===== src/rtl/lm32_irq_pkg.sv =====
// Shared definitions for the LM32 interrupt controller: register map, FSM encoding
// and VECTOR read layout.
package lm32_irq_pkg;

    localparam logic [2:0] AdrPend   = 3'd0;
    localparam logic [2:0] AdrMask   = 3'd1;
    localparam logic [2:0] AdrVector = 3'd2;
    localparam logic [2:0] AdrEoi    = 3'd3;
    localparam logic [2:0] AdrMode   = 3'd4;

    localparam int unsigned WinW        = 5;
    localparam int unsigned VecValidBit = 31;

    typedef enum logic [1:0] {
        StIdle,
        StAssert,
        StService
    } irq_state_e;

endpackage


===== src/rtl/lm32_irq_prio.sv =====
// Combinational priority encoder: lowest set candidate index wins.
module lm32_irq_prio
    import lm32_irq_pkg::*;
#(
    parameter int unsigned SOURCES = 8
) (
    input  logic [SOURCES-1:0] cand_i,
    output logic [WinW-1:0]    win_o,
    output logic               valid_o
);

    // Scan from the top so the lowest index is the last assignment and wins.
    always_comb begin
        win_o = '0;
        for (int i = int'(SOURCES) - 1; i >= 0; i--) begin
            if (cand_i[i]) begin
                win_o = WinW'(i);
            end
        end
    end

    assign valid_o = |cand_i;

endmodule


===== src/rtl/lm32_irq_ctrl.sv =====
// Wishbone interrupt controller driving one active-low LM32 interrupt pin.
// Define CFG_IRQ_EDGE_EN to add per-source edge-triggered mode (MODE register).
module lm32_irq_ctrl
    import lm32_irq_pkg::*;
#(
    parameter int unsigned SOURCES = 8
) (
    input  logic               clk_i,
    input  logic               rst_i,
    input  logic [SOURCES-1:0] irq_i,
    input  logic               wb_cyc_i,
    input  logic               wb_stb_i,
    input  logic               wb_we_i,
    input  logic [2:0]         wb_adr_i,
    input  logic [31:0]        wb_dat_i,
    output logic [31:0]        wb_dat_o,
    output logic               wb_ack_o,
    output logic               interrupt_n
);

    irq_state_e         state_q, state_d;
    logic [SOURCES-1:0] pend_q, pend_d;
    logic [SOURCES-1:0] mask_q, mask_d;
    logic [SOURCES-1:0] cand;
    logic [WinW-1:0]    win, cur_q, cur_d;
    logic               any;
    logic               ack_q;
    logic               bus_req, xfer, bus_wr, bus_rd;
    logic               vec_rd, eoi_hit;
    logic [31:0]        rdata, mode_rd;
    logic               unused_dat;

    assign unused_dat = ^wb_dat_i;

    // Side effects commit at the end of the ack cycle, so new state is seen after ack.
    assign bus_req = wb_cyc_i & wb_stb_i;
    assign xfer    = bus_req & ack_q;
    assign bus_wr  = xfer & wb_we_i;
    assign bus_rd  = xfer & ~wb_we_i;

    assign cand    = pend_q & mask_q;
    assign vec_rd  = bus_rd && (wb_adr_i == AdrVector) && (state_q == StAssert) && any;
    assign eoi_hit = bus_wr && (wb_adr_i == AdrEoi) && (state_q == StService)
                     && (wb_dat_i[WinW-1:0] == cur_q);

    lm32_irq_prio #(
        .SOURCES (SOURCES)
    ) u_prio (
        .cand_i  (cand),
        .win_o   (win),
        .valid_o (any)
    );

    always_comb begin
        mask_d = mask_q;
        if (bus_wr && (wb_adr_i == AdrMask)) begin
            mask_d = wb_dat_i[SOURCES-1:0];
        end
    end

    assign cur_d = vec_rd ? win : cur_q;

`ifdef CFG_IRQ_EDGE_EN
    logic [SOURCES-1:0] mode_q, mode_d, irq_prev_q, edge_clr;

    // Edge bits hold until cleared; a new rising edge in the clear cycle wins.
    always_comb begin
        mode_d = mode_q;
        if (bus_wr && (wb_adr_i == AdrMode)) begin
            mode_d = wb_dat_i[SOURCES-1:0];
        end
        edge_clr = '0;
        if (bus_wr && (wb_adr_i == AdrPend)) begin
            edge_clr = wb_dat_i[SOURCES-1:0];
        end
        if (eoi_hit) begin
            edge_clr = edge_clr | (SOURCES'(1) << cur_q);
        end
        pend_d = (mode_q & ((pend_q & ~edge_clr) | (irq_i & ~irq_prev_q)))
                 | (~mode_q & irq_i);
    end

    always_ff @(posedge clk_i or posedge rst_i) begin
        if (rst_i) begin
            mode_q     <= '0;
            irq_prev_q <= '0;
        end else begin
            mode_q     <= mode_d;
            irq_prev_q <= irq_i;
        end
    end

    assign mode_rd = 32'(mode_q);
`else
    assign pend_d  = irq_i;
    assign mode_rd = '0;
`endif

    always_ff @(posedge clk_i or posedge rst_i) begin
        if (rst_i) begin
            state_q <= StIdle;
            pend_q  <= '0;
            mask_q  <= '0;
            cur_q   <= '0;
            ack_q   <= 1'b0;
        end else begin
            state_q <= state_d;
            pend_q  <= pend_d;
            mask_q  <= mask_d;
            cur_q   <= cur_d;
            ack_q   <= bus_req & ~ack_q;
        end
    end

    always_comb begin
        state_d = state_q;
        unique case (state_q)
            StIdle: begin
                if (any) state_d = StAssert;
            end
            StAssert: begin
                if (!any) begin
                    state_d = StIdle;
                end else if (vec_rd) begin
                    state_d = StService;
                end
            end
            StService: begin
                if (eoi_hit) state_d = StIdle;
            end
            default: state_d = StIdle;
        endcase
    end

    always_comb begin
        interrupt_n = (state_q != StAssert);
    end

    always_comb begin
        rdata = '0;
        case (wb_adr_i)
            AdrPend: rdata = 32'(pend_q);
            AdrMask: rdata = 32'(mask_q);
            AdrVector: begin
                if ((state_q == StAssert) && any) begin
                    rdata[VecValidBit] = 1'b1;
                    rdata[WinW-1:0]    = win;
                end
            end
            AdrMode: rdata = mode_rd;
            default: rdata = '0;
        endcase
    end

    assign wb_ack_o = ack_q;
    assign wb_dat_o = ack_q ? rdata : '0;

endmodule


===== config.mk =====
export PLATFORM = sky130hd
export DESIGN_NAME = lm32_irq_ctrl
export DESIGN_NICKNAME = d
export VERILOG_FILES = /design/src/rtl/lm32_irq_pkg.sv /design/src/rtl/lm32_irq_prio.sv /design/src/rtl/lm32_irq_ctrl.sv
export SDC_FILE = /design/constraint.sdc
export NUM_CORES = 1
export LEC_CHECK = 0
export BUFFER_PORTS_ARGS = -buffer_cell sky130_fd_sc_hd__buf_4
export CORE_ASPECT_RATIO = 0.6
export CORE_MARGIN = 1.5
export CORE_UTILIZATION = 46
export DETAILED_ROUTE_END_ITERATION = 8
export PLACE_DENSITY = 0.85
export SLEW_MARGIN = 0
export SYNTH_ARGS = -nofsm -noshare
export SYNTH_HDL_FRONTEND = slang
export SYNTH_SLANG_ARGS = --single-unit

===== constraint.sdc =====
create_clock -name clk_i -period 2.4 [get_ports clk_i]
set_clock_uncertainty 0.05 [all_clocks]
set_input_delay 0.48 -clock clk_i [delete_from_list [all_inputs] [get_ports clk_i]]
set_output_delay 0.48 -clock clk_i [all_outputs]
set_load 0.01 [all_outputs]

==> metrics.yaml <==
flow_run:
  drv_cap: 0
logic_synthesis:
  synth_area_um2: 1330
  yosysUniqueCellTypes: 34
  synth_warnings: 0
  synth_top_area_share_pct: 41.4
  ys_ff_latch: 22
  synthTopCellsByArea: "dfrtp_1 (41%), buf_4 (13%), mux2_4 (9.0%)"
  seq_area_frac_synth_pct: 41.4
  synth_top_cell_by_area: "dfrtp_1"
  async_flop_share_pct: 100
  synth-edff-count: 0
  synth-main-ff-cell: "dfrtp_1"
  synth.avg_cell_area_um2: 11.0
  synthCells: 121
  ys_top_cells_by_count: "buf_4 (23), dfrtp_1 (22), mux2i_1 (10), nor2_1 (10)"
  yosysMostFrequentCell: "buf_4"
die:
  rows: 14
  fp.dieArea_um2: 3230
  die_h_um: 44.6
  ioPinCount: 82
  start_util_pct: 50.6
  die_x_um: 72.4
  coreArea_um2: 2630
clock_tree:
  cts_sinks: 22
  cts-root-buf: "clkbuf_8"
  post_cts_buffers: 0
  cts-buffers-inserted: 3
  clock_latency_ns: 0.26
  clock_path_buffers: 2
  cts_tree: "yes"
  path_clk_slew_ns: 0.07
  htree_levels: 1
drt:
  drtPass1Iterations: 4
  routedWlPerCell_um: 14.6
  via_per_inst: 5.09
  vias: 956
  route.detailed.drc: 0
  wirelength_um: 2740
  antenna_left: 0
  dr.first_iter.drc_count: 39
grt:
  antenna_found_initial: 0
  grt_max_degree: 23
  grt_pass1_wl_um: 4350
  grt-ovfl-total: 0
  grtUsageTotal_pct: 18.5
  grt_pass1_vias: 910
run_status:
  status: "complete, no violations"
layout:
  drive_above_1_share_pct: 33.3
  post-route-util_pct: 59.9
  regArea_um2: 551
  diodes: 0
  layoutNonFillerInstCount: 188
  nFillCells: 227
  area_delta_synth_final_pct: 18.4
  multi_input_area_um2: 671
  design_area_um2: 1570
  fin_nets: 206
sta:
  layout_min_cycle_time_ns: 2.27
  fmax_mhz: 441
  tightestPinTransition_ns: 0.802
  final.period_utilization_pct: 94.5
  hold_ws_ns: 0.276
  tns_ns: 0
  setup_viol: 0
  rsz0062_at_grt: "no"
  slew_viol_final: 0
  slew_headroom_pct: 46.5
  finalHoldViolCount: 0
worst_setup_path:
  endpoint_kind: "output pin"
  start_kind: "flip-flop"
  worst_ep_arrival_time_ns: 1.74
  critical_path_class: "flip-flop to output pin"
  crit_required_ns: 1.87
  worstPathMaxFanout: 5
power:
  irDropWorstVdd_mv: 0.348
  leakagePower_nw: 0.830
  power_density_nw_per_um2: 498
place:
  dp.cells: 185
  postPlaceCellArea_um2: 1520
  place.gp.congestion: 0.874
  io_buffer_count: 34
  dp_hpwl_um: 2160
worst_hold_path:
  hp-class: "input pin to flip-flop"
## critical path: stages (launching register included)
cell and delay (ns):
dfrtp_1 0.42, a22oi_1 0.28, nand3_1 0.25, o21bai_2 0.26
o22ai_1 0.12, buf_4 0.16
## path summary, 6_finish.rpt
kind / start / end / slack [ns] / cells past startpoint
setup / recovery: pend_q[5] / wb_dat_o[0] / 0.13 / 5
hold / removal: irq_i[4] / pend_q[4] / 0.28 / 1
setup reg to reg: pend_q[5] / cur_q[0] / 0.83 / 4
hold reg to reg: state_q[1] / state_q[0] / 0.45 / 1
max in group asynchronous: rst_i / pend_q[6] / 1.47 / 2
min in group asynchronous: rst_i / mask_q[7] / 0.33 / 2
## what timing repair did
action | in CTS | in global routing
endpoints found under the setup margin | 0 | 3
gates resized for setup | 0 | 2
hold buffers | 0 | 0
## layout by cell type (no fill, tap or decap), types with 2 or more instances in the layout
| master | synthesis | routed |
|---|---|---|
| xor2_1 | 2 | 2 |
| buf_4 | 23 | 34 |
| clkbuf_8 | 0 | 3 |
| nor2_1 | 10 | 10 |
| nand3_1 | 3 | 3 |
| a21oi_1 | 2 | 2 |
| mux2i_1 | 10 | 10 |
| nand2b_1 | 3 | 3 |
| nand2_1 | 8 | 8 |
| mux2_4 | 8 | 8 |
| conb_1 | 1 | 23 |
| inv_1 | 4 | 4 |
| a32oi_1 | 2 | 2 |
| dfrtp_1 | 22 | 22 |
| o22ai_1 | 2 | 2 |
## where the power goes
part	switching (W)	internal [W]	leakage (nW)
clock	0.000107	0.000112	0.0216
sequential	0.0000220	0.000392	0.274
combinational	0.0000772	0.0000727	0.534
total	0.000206	0.000577	0.830
## stage by stage
step	setup WS, ns	power, W
6_report	0.133	0.000783
5_1_grt	0.0245	0.000824
4_1_cts	0.0274	0.000786
3_5_place_dp	0.306	0.000568
3_3_place_gp	0.318	0.000561
2_1_floorplan	0.536	0.000535
## routing by layer
metal,global-route usage [%],share of wire [%],wire [um]
met1,25.5,44,1210
met4,5.28,0.77,21
met2,28.9,47,1290
met3,5.01,8.2,224
met5,0,0,0
## cell families after synthesis
family                    synth area share, %
DFF                                      41.4
other                                   0.282
buffers and inverters                    15.0
muxes                                    16.6
xor gates and xnor gates                 1.98
AOI/OAI and AO/OA                        8.38
and+or+nand+nor                          16.4
## flip-flops by register name (all words and copies together) (netlist names)
signal	count
cur_q	3
mask_q	8
pend_q	8
state_q	2
wb_ack_o	1
## final cells by class
class / instances / area share, %
Clock buffer: 3 / 2.63
Inverter: 4 / 0.955
Sequential cell: 22 / 35.0
Timing Repair Buffer: 34 / 16.2
Tap cell: 32 / 2.55
Multi-Input combinational cell: 93 / 42.6
(Power assumes the default switching activity.)
